[src/rtl/a5_pkg.sv]
// a5_pkg: shared constants for the a5 crosspoint generator.
//   - OP_* : bit positions in the one-hot instruction decode vector OP
//   - P_*  : bit positions in the active-low PULSE_n vector
//   - T01..T12 : bit positions of each time pulse in T_n
//   - S_*  : bit positions in the internal strobe register bank
//   - pulse_t : 16-bit pulse vector type
package a5_pkg;

    localparam int OP_TC0   = 0;
    localparam int OP_TCF0  = 1;
    localparam int OP_TS0   = 2;
    localparam int OP_CCS0  = 3;
    localparam int OP_MASK0 = 4;
    localparam int OP_DAS0  = 5;
    localparam int OP_DXCH0 = 6;
    localparam int OP_RUPT0 = 7;

    localparam int P_RA   = 0;
    localparam int P_RB   = 1;
    localparam int P_RC   = 2;
    localparam int P_RG   = 3;
    localparam int P_RL   = 4;
    localparam int P_RU   = 5;
    localparam int P_RZ   = 6;
    localparam int P_WA   = 7;
    localparam int P_WB   = 8;
    localparam int P_WG   = 9;
    localparam int P_WL   = 10;
    localparam int P_WS   = 11;
    localparam int P_WY   = 12;
    localparam int P_WY12 = 13;
    localparam int P_WZ   = 14;
    localparam int P_CI   = 15;
    localparam int PULSE_W = 16;

    localparam int T01 = 0;
    localparam int T02 = 1;
    localparam int T03 = 2;
    localparam int T04 = 3;
    localparam int T05 = 4;
    localparam int T06 = 5;
    localparam int T07 = 6;
    localparam int T08 = 7;
    localparam int T09 = 8;
    localparam int T10 = 9;
    localparam int T11 = 10;
    localparam int T12 = 11;

    // Strobe bank layout: five active-low strobes then the active-high RSTSTG.
    localparam int S_TOV    = 0;
    localparam int S_TSGN   = 1;
    localparam int S_TMZ    = 2;
    localparam int S_ST2    = 3;
    localparam int S_NISQ   = 4;
    localparam int S_RSTSTG = 5;
    localparam int STRB_N   = 5;

    typedef logic [PULSE_W-1:0] pulse_t;

endpackage

[src/rtl/a5_pulse_reg.sv]
// a5_pulse_reg: register bank with asynchronous active-low reset and a
// per-bit reset value, used to deglitch the crosspoint outputs.
// Parameters:
//   W       - number of bits
//   RST_VAL - value each bit takes while reset is asserted
// Ports:
//   i_clk   - clock
//   i_rst_n - asynchronous reset, active low
//   i_d     - next value
//   o_q     - registered value
module a5_pulse_reg #(
    parameter int           W       = 16,
    parameter logic [W-1:0] RST_VAL = '1
) (
    input  logic         i_clk,
    input  logic         i_rst_n,
    input  logic [W-1:0] i_d,
    output logic [W-1:0] o_q
);

    logic [W-1:0] r_q;

    always_ff @(posedge i_clk or negedge i_rst_n) begin
        if (!i_rst_n) begin
            r_q <= RST_VAL;
        end else begin
            r_q <= i_d;
        end
    end

    assign o_q = r_q;

endmodule

[src/rtl/a5.sv]
// a5: crosspoint generator II. Combines the one-hot instruction-phase decode
// with the active-low time pulses to form registered, active-low register
// read/write pulses, carry-in, test strobes and stage/sequence control.
// Optional feature macro: A5_MONITOR_EN (adds MONWBK input and MONEX_ output).
// Ports:
//   CLOCK   - system clock
//   rst     - asynchronous reset, active low
//   T_n     - time pulses T01..T12, active low (bit i-1 = Ti)
//   OP      - one-hot decode TC0,TCF0,TS0,CCS0,MASK0,DAS0,DXCH0,RUPT0
//   BR1/BR2 - branch bits, sampled with the time pulse
//   GOJAM   - global restart, active high, overrides all pulses
//   INKL_   - counter-increment lockout, active low, blocks decode terms
//   PULSE_n - register control pulses, active low
//   TOV_, TSGN_, TMZ_, ST2_, NISQ_ - strobes, active low
//   RSTSTG  - reset stage counter, active high
//   MONWBK/MONEX_ - monitor write-back request / acknowledge (A5_MONITOR_EN)
module a5
    import a5_pkg::*;
#(
    parameter int NT  = 12,
    parameter int NOP = 8
) (
    input  logic           CLOCK,
    input  logic           rst,
    input  logic [NT-1:0]  T_n,
    input  logic [NOP-1:0] OP,
    input  logic           BR1,
    input  logic           BR2,
    input  logic           GOJAM,
    input  logic           INKL_,
`ifdef A5_MONITOR_EN
    input  logic           MONWBK,
    output logic           MONEX_,
`endif
    output pulse_t         PULSE_n,
    output logic           TOV_,
    output logic           TSGN_,
    output logic           TMZ_,
    output logic           ST2_,
    output logic           NISQ_,
    output logic           RSTSTG
);

`ifdef A5_MONITOR_EN
    localparam int           SW      = STRB_N + 2;
    localparam logic [SW-1:0] S_RST  = 7'b101_1111;
`else
    localparam int           SW      = STRB_N + 1;
    localparam logic [SW-1:0] S_RST  = 6'b01_1111;
`endif

    logic [NT-1:0]     w_t;
    logic [NOP-1:0]    w_op;
    logic              w_br;
    pulse_t            w_pulse;
    logic [STRB_N-1:0] w_strb;
    logic              w_mon;
    pulse_t            w_pulse_d;
    logic [SW-1:0]     w_strb_d;
    logic [SW-1:0]     w_strb_q;
    logic              w_unused;

    // Time pulses that no crosspoint uses.
    assign w_unused = ^{w_t[T04], w_t[T09], w_t[T10], w_t[T11]};

    always_comb begin
        w_t     = ~T_n;
        // The lockout kills every decode-derived term at the source.
        w_op    = INKL_ ? OP : '0;
        w_br    = BR1 | BR2;
        w_pulse = '0;
        w_strb  = '0;
        w_mon   = 1'b0;

        if (w_op[OP_TC0]) begin
            if (w_t[T01]) begin
                w_pulse[P_RB] = 1'b1; w_pulse[P_WY12] = 1'b1; w_pulse[P_CI] = 1'b1;
            end
            if (w_t[T02]) begin
                w_pulse[P_RZ] = 1'b1; w_pulse[P_WS] = 1'b1;
            end
            if (w_t[T03]) begin
                w_pulse[P_RU] = 1'b1; w_pulse[P_WZ] = 1'b1;
            end
            if (w_t[T12]) w_strb[S_NISQ] = 1'b1;
        end

        if (w_op[OP_TCF0]) begin
            if (w_t[T01]) begin
                w_pulse[P_RB] = 1'b1; w_pulse[P_WY12] = 1'b1; w_pulse[P_CI] = 1'b1;
            end
            if (w_t[T03]) begin
                w_pulse[P_RU] = 1'b1; w_pulse[P_WZ] = 1'b1;
            end
            if (w_t[T12]) w_strb[S_NISQ] = 1'b1;
        end

        if (w_op[OP_TS0]) begin
            if (w_t[T02]) begin
                w_pulse[P_RA] = 1'b1; w_pulse[P_WG] = 1'b1;
            end
            if (w_t[T05]) w_strb[S_TOV] = 1'b1;
            // Skip path only taken when the sign/overflow test fired.
            if (w_t[T06] && w_br) begin
                w_pulse[P_RZ] = 1'b1; w_pulse[P_WY12] = 1'b1; w_pulse[P_CI] = 1'b1;
            end
            if (w_t[T07] && w_br) begin
                w_pulse[P_RU] = 1'b1; w_pulse[P_WZ] = 1'b1;
            end
            if (w_t[T12]) w_strb[S_NISQ] = 1'b1;
        end

        if (w_op[OP_CCS0]) begin
            if (w_t[T02]) begin
                w_pulse[P_RG] = 1'b1; w_pulse[P_WB] = 1'b1;
            end
            if (w_t[T05]) begin
                w_strb[S_TSGN] = 1'b1; w_strb[S_TMZ] = 1'b1;
            end
            if (w_t[T07]) begin
                w_pulse[P_RB] = 1'b1; w_pulse[P_WY] = 1'b1;
            end
            if (w_t[T08]) begin
                w_pulse[P_RU] = 1'b1; w_pulse[P_WZ] = 1'b1;
            end
            if (w_t[T12]) w_strb[S_NISQ] = 1'b1;
        end

        if (w_op[OP_MASK0]) begin
            if (w_t[T02]) begin
                w_pulse[P_RA] = 1'b1; w_pulse[P_WY] = 1'b1;
            end
            if (w_t[T05]) begin
                w_pulse[P_RG] = 1'b1; w_pulse[P_WB] = 1'b1;
            end
            if (w_t[T07]) begin
                w_pulse[P_RC] = 1'b1; w_pulse[P_WA] = 1'b1;
            end
            if (w_t[T12]) w_strb[S_NISQ] = 1'b1;
        end

        if (w_op[OP_DAS0]) begin
            if (w_t[T01]) begin
                w_pulse[P_RL] = 1'b1; w_pulse[P_WB] = 1'b1;
            end
            if (w_t[T05]) begin
                w_pulse[P_RG] = 1'b1; w_pulse[P_WY] = 1'b1;
            end
            if (w_t[T06]) begin
                w_pulse[P_RU] = 1'b1; w_pulse[P_WL] = 1'b1;
            end
            // Double-precision add continues into stage 2 instead of fetching.
            if (w_t[T12]) w_strb[S_ST2] = 1'b1;
        end

        if (w_op[OP_DXCH0]) begin
            if (w_t[T02]) begin
                w_pulse[P_RL] = 1'b1; w_pulse[P_WB] = 1'b1;
            end
            if (w_t[T05]) begin
                w_pulse[P_RG] = 1'b1; w_pulse[P_WL] = 1'b1;
            end
            if (w_t[T08]) begin
                w_pulse[P_RB] = 1'b1; w_pulse[P_WG] = 1'b1;
            end
            if (w_t[T12]) w_strb[S_NISQ] = 1'b1;
        end

        if (w_op[OP_RUPT0]) begin
            if (w_t[T01]) begin
                w_pulse[P_RZ] = 1'b1; w_pulse[P_WS] = 1'b1;
            end
            if (w_t[T03]) begin
                w_pulse[P_RB] = 1'b1; w_pulse[P_WZ] = 1'b1;
            end
            if (w_t[T12]) w_strb[S_NISQ] = 1'b1;
        end

`ifdef A5_MONITOR_EN
        // Monitor write-back is not a decode term, so the lockout does not gate it.
        if (MONWBK && w_t[T07]) begin
            w_pulse[P_WB] = 1'b1;
            w_pulse[P_RG] = 1'b1;
            w_mon         = 1'b1;
        end
`endif

        // GOJAM forces every active-low output inactive and requests a stage reset.
        w_pulse_d = GOJAM ? '1 : ~w_pulse;
        w_strb_d  = S_RST;
        w_strb_d[STRB_N-1:0] = GOJAM ? '1 : ~w_strb;
        w_strb_d[S_RSTSTG]   = GOJAM;
`ifdef A5_MONITOR_EN
        w_strb_d[S_RSTSTG+1] = ~(w_mon & ~GOJAM);
`endif
    end

    a5_pulse_reg #(
        .W       (PULSE_W),
        .RST_VAL ('1)
    ) u_pulse_reg (
        .i_clk   (CLOCK),
        .i_rst_n (rst),
        .i_d     (w_pulse_d),
        .o_q     (PULSE_n)
    );

    a5_pulse_reg #(
        .W       (SW),
        .RST_VAL (S_RST)
    ) u_strb_reg (
        .i_clk   (CLOCK),
        .i_rst_n (rst),
        .i_d     (w_strb_d),
        .o_q     (w_strb_q)
    );

    assign TOV_   = w_strb_q[S_TOV];
    assign TSGN_  = w_strb_q[S_TSGN];
    assign TMZ_   = w_strb_q[S_TMZ];
    assign ST2_   = w_strb_q[S_ST2];
    assign NISQ_  = w_strb_q[S_NISQ];
    assign RSTSTG = w_strb_q[S_RSTSTG];
`ifdef A5_MONITOR_EN
    assign MONEX_ = w_strb_q[S_RSTSTG+1];
`endif

endmodule

[config.mk]
export PLATFORM = sky130hd
export DESIGN_NAME = a5
export DESIGN_NICKNAME = d
export VERILOG_FILES = /design/src/rtl/a5_pkg.sv /design/src/rtl/a5_pulse_reg.sv /design/src/rtl/a5.sv
export SDC_FILE = /design/constraint.sdc
export NUM_CORES = 1
export LEC_CHECK = 0
export ABC_AREA = 1
export BUFFER_PORTS_ARGS = -buffer_cell sky130_fd_sc_hd__buf_2
export CORE_MARGIN = 8
export CORE_UTILIZATION = 41
export CTS_BUF_LIST = sky130_fd_sc_hd__clkbuf_4
export CTS_CLUSTER_SIZE = 28
export DETAILED_ROUTE_END_ITERATION = 12
export GPL_TIMING_DRIVEN = 0
export PLACE_DENSITY = 0.81
export SLEW_MARGIN = 20
export SYNTH_ARGS = -nofsm -noshare
export SYNTH_HDL_FRONTEND = slang
export SYNTH_HIERARCHICAL = 1
export SYNTH_SLANG_ARGS = --single-unit
export TNS_END_PERCENT = 30
[constraint.sdc]
create_clock -name CLOCK -period 0.8 [get_ports CLOCK]
set_input_delay 0.2 -clock CLOCK [delete_from_list [all_inputs] [get_ports CLOCK]]
set_output_delay 0.2 -clock CLOCK [all_outputs]
set_load 0.05 [all_outputs]
==> impl_metrics.tcl, run 1 <==
set metrics [dict create \
    fin_crit_sh_pct 153 \
    diodes 0 \
    path_clk_slew_ns 0.11 \
    yosysSeqAreaShare_pct 63.5 \
    hold_viol 0 \
    critPathRequiredTime_ns 0.60 \
    synth.area.top_cells "dfstp_2 (61%), nand2_1 (7.4%), inv_1 (5.8%), nand3_1 (5.0%), o21ai_0 (4.4%)" \
    fin_crit_ns 1.22 \
    cpMaxStageDelayCell "dfstp_2" \
    clock-sinks 22 \
    finalPower_mw 2.36 \
    drtAntennaViolNets 0 \
    path_cells "buf_8" \
    area_growth_pct 55.4 \
    violations "setup timing" \
    fin_nets 167 \
    start_kind "register" \
    slew_headroom_pct 70.7 \
    io_buffer_count 43 \
    nFillCells 155 \
    dp_cells 163 \
    die_width_um 63.1 \
    dr.pass1.iters 5 \
    drc 0 \
    grt_pass1_wl_um 4440 \
    status "finished with violations" \
    synth_cell_type_count 16 \
    cts_root_buffer "clkbuf_4" \
    grt_max_degree 23 \
    tns_ns -8.62 \
    gp_routability_congestion 0.854 \
    synth_top_area_cell "dfstp_2" \
    grt_pass1_vias 876 \
    min_to "u_strb_reg/o_q[5]" \
    multi_input_area_um2 263 \
    worst-setup-path-type "register to output pin" \
    drtIter0Drc 48 \
    synth_warnings 6 \
    layout_common_cells "buf_2 (22), buf_8 (21), dfstp_2 (21)" \
    syn_area_per_cell_um2 9.87 \
    viasPerCell 5.18 \
    timing.hold.ws_ns 0.0293 \
    antenna_found_initial 0 \
    layout.cells.most_common "buf_2" \
    vdd_drop_max_uv 714 \
    holdPathStages 1 \
    htree_num_levels 1 \
    syn_area_um2 908 \
    synth_seq_cells 22 \
    vias 870 \
    fin_ws_ns -0.424 \
    wirelength_um 2670 \
    cp_num_buf_inv 1 \
    die-area_um2 3980 \
    die_h_um 63.1 \
    drv_slew 0 \
    end_kind "output pin" \
    seqCellArea_um2 577 \
    min_from "GOJAM" \
    maxCapViolations 0 \
    fmax_mhz 817 \
    core_area_um2 2150 \
    tightestPinTransition_ns 0.439 \
    worst-path-max-fanout 1 \
    rsz0062_at_grt "yes" \
    stdcell_count 168 \
    initial_core_util_pct 42.3 \
    synth_top_area_share_pct 60.7 \
    numCtsBuffers 3 \
    cp_top_family "flip-flops" \
    setup-violations-final 22 \
    leakagePower_nw 0.695 \
    tritoncts "yes" \
    track_usage_pct 13.9 \
    post_route_cells_drive_above_1_share_pct 51.4 \
    overflow 0 \
    cts_buffer_depth 2 \
    synthCells 92 \
    ios 48 \
    num_rows 17 \
    routedWlPerCell_um 15.9 \
    critPathMaxStageDelay_ns 0.57 \
    worstPathArrival_ns 1.02 \
    hp-class "input port to register" \
    post_cts_buffers 0 \
    syn_nets 118 \
    powerDensity_nw_per_um2 1670 \
    post-dp-hpwl_um 1700 \
]
[flip-flops by register name, indices dropped and copies added (netlist names)]
register	count
u_pulse_reg/o_q	16
u_strb_reg/o_q	6
[cell families after synthesis]
group / after synthesis / share of synthesized area [%]
simple gates: 40 / 20.7
flops: 22 / 63.5
compound gates: 14 / 8.26
buf+inv: 16 / 7.58
[metrics by stage]
stage | utilization [%] | instance area, um2 | setup slack, ns
CTS | 65.7 | 1410 | -0.400
global route | 65.7 | 1410 | -0.448
detailed placement | 53.9 | 1160 | -0.176
floorplan | - | 908 | -0.0555
global placement | 53.9 | 1160 | -0.145
finish | 65.7 | 1410 | -0.424
[Yosys cell counts, drive strengths merged]
cell type   n
a21oi       1
buf         2
dfrtp       1
dfstp      21
inv        14
nand2      20
nand3       9
nand4       2
nor2        8
nor3        1
o211ai      1
o21ai      10
o22ai       2
[timing repair]
| action | 4_1_cts | 5_1_grt |
|---|---|---|
| gates resized for setup | 65 | 1 |
| hold endpoints to repair | 1 | 0 |
| hold buffers | 1 | 0 |
| setup endpoints to repair | 22 | 23 |
[final cells by class]
type	instances	area share, %
Tap cell	28	2.48
Timing Repair Buffer	44	31.3
Sequential cell	22	40.9
Multi-Input combinational cell	54	18.6
Buffer	2	1.15
Clock buffer	3	1.60
Clock inverter	1	0.266
Inverter	14	3.72
[how the worst max path moves through the flow]
stage,startpoint,end,depth (start not counted)
after global placement,u_pulse_reg/o_q[1],PULSE_n[1],1
after detailed placement,INKL_,u_pulse_reg/o_q[5],7
after global routing,u_pulse_reg/o_q[0],PULSE_n[0],1
after floorplan,u_strb_reg/o_q[4],NISQ_,0
final,u_pulse_reg/o_q[11],PULSE_n[11],1
after CTS,u_pulse_reg/o_q[4],PULSE_n[4],1
[report_power, final]
| group | total (mW) | internal [mW] | switching, mW |
|---|---|---|---|
| Combinational | 0.621 | 0.238 | 0.382 |
| Sequential | 1.25 | 1.21 | 0.0413 |
| Clock | 0.490 | 0.182 | 0.308 |
[routing by layer]
metal / routed length, um / global-route usage [%]
met1: 979 / 15.6
met2: 1270 / 23.9
met3: 294 / 4.24
met4: 121 / 5.13
met5: 0 / 0
Note: power is estimated with default switching activity, not from simulation.
==> inputs of run 2 (changes only) <==
--- a/config.mk
+++ b/config.mk
@@ -14,6 +14,7 @@
 export DETAILED_ROUTE_END_ITERATION = 12
 export GPL_TIMING_DRIVEN = 0
 export PLACE_DENSITY = 0.81
+export SETUP_SLACK_MARGIN = 0.02
 export SLEW_MARGIN = 20
 export SYNTH_ARGS = -nofsm -noshare
 export SYNTH_HDL_FRONTEND = slang
==> impl_metrics.tcl, run 2 (synthesis results as in run 1) <==
set metrics [dict create \
    layout_common_cells "buf_2 (22), buf_8 (21), dfstp_2 (21)" \
    p_seq_share_pct 52.9 \
    num_rows 17 \
    timing.hold.ws_ns 0.0291 \
    p_clk_share_pct 20.8 \
    cts_root_buffer "clkbuf_4" \
    violations "setup timing" \
    critPathMaxStageDelay_ns 0.57 \
    cp_top_family "flip-flops" \
    dr_wl_met3_um 273 \
    diodes 0 \
    area_growth_pct 55.6 \
    holdPathStages 1 \
    overflow 0 \
    start_kind "register" \
    path_cells "buf_8" \
    cpMaxStageDelayCell "dfstp_2" \
    combPwrFrac_pct 26.3 \
    largest_reg_flops 16 \
    layout.cells.most_common "buf_2" \
    critPathRequiredTime_ns 0.60 \
    dr.pass1.iters 5 \
    fin_nets 167 \
    worstPathArrival_ns 1.02 \
    worst-setup-path-type "register to output pin" \
    setup-violations-final 22 \
    slew_headroom_pct 70.7 \
    fmax_mhz 817 \
    drc 0 \
    grt_pass1_wl_um 4440 \
    vdd_drop_max_uv 714 \
    grt_max_degree 23 \
    maxCapViolations 0 \
    grt_pass1_vias 876 \
    htree_num_levels 1 \
    antenna_found_initial 0 \
    drv_slew 0 \
    power.internal_mw 1.63 \
    drtIter0Drc 54 \
    leakagePower_nw 0.695 \
    cts_buffer_depth 2 \
    post-dp-hpwl_um 1700 \
    initial_core_util_pct 42.3 \
    track_usage_pct 13.9 \
    dr_wl_met2_um 1330 \
    cp_num_buf_inv 1 \
    ios 48 \
    switchingPower_uw 734 \
    die_h_um 63.1 \
    hold_viol 0 \
    tritoncts "yes" \
    tightestPinTransition_ns 0.440 \
    end_kind "output pin" \
    wl_met1_um 1010 \
    core_area_um2 2150 \
    viasPerCell 5.09 \
    top_layer_used "met4" \
    powerDensity_nw_per_um2 1670 \
    die_width_um 63.1 \
    io_buffer_count 43 \
    wirelength_um 2680 \
    fin_crit_sh_pct 153 \
    vias 855 \
    finalPower_mw 2.36 \
    rsz0062_at_grt "yes" \
    cp.depth 1 \
    drtAntennaViolNets 0 \
    clock-sinks 22 \
    fin_ws_ns -0.425 \
    tns_ns -8.63 \
    numCtsBuffers 3 \
    routedWlPerCell_um 15.9 \
    gp_routability_congestion 0.854 \
    post_route_cells_drive_above_1_share_pct 52.1 \
    die-area_um2 3980 \
    status "finished with violations" \
    fin_crit_ns 1.22 \
    worst-path-max-fanout 1 \
    hp-class "input port to register" \
    sw_frac_of_total_pct 31.0 \
    path_clk_slew_ns 0.11 \
]
run 2: final cells by class:
| class | count | area (um2) |
|---|---|---|
| buffer | 2 | 16.3 |
| clock buffer | 3 | 22.5 |
| inverter | 14 | 52.6 |
| clock inverter | 1 | 3.75 |
| multi-input combinational | 54 | 265 |
| tap | 28 | 35.0 |
| fill | 156 | 734 |
| timing repair buffer | 44 | 442 |
| sequential | 22 | 577 |
run 2: worst paths after layout:
check / startpoint / endpoint / slack, ns
worst max-delay path: u_pulse_reg/o_q[11] / PULSE_n[11] / -0.42
worst min-delay path: GOJAM / u_strb_reg/o_q[5] / 0.03
max in group asynchronous: rst / u_pulse_reg/o_q[10] / 0.10
min in group asynchronous: rst / u_strb_reg/o_q[5] / 0.36
run 2: stage by stage:
stage	instances	area (um2)	setup slack, ns	util (%)
final	168	1410	-0.425	65.8
after CTS	168	1410	-0.400	65.7
after global routing	168	1410	-0.448	65.8
after detailed placement	163	1160	-0.176	53.9
after floorplan	92	908	-0.0555	-
after global placement	163	1160	-0.145	53.9
run 2: power groups by stage:
stage                     combinational [mW]  sequential [mW]  clock (mW)
after global placement                 0.490             1.23           0
after detailed placement               0.494             1.24           0
after floorplan                        0.123             1.45           0
after CTS                              0.608             1.24       0.473
final                                  0.623             1.25       0.491
after global routing                   0.660             1.26       0.536
run 2: timing repair:
item,in CTS,in global routing
resized for setup,65,2
setup buffers,0,0
hold endpoints to repair,1,0
hold buffers,1,0
setup endpoints to repair,22,24
run 2: routing by layer:
layer | vias to the layer above | GRT usage [%]
li1 | 388 | -
met5 | - | 0
met4 | 0 | 5.13
met3 | 10 | 4.24
met1 | 382 | 15.6
met2 | 75 | 23.9
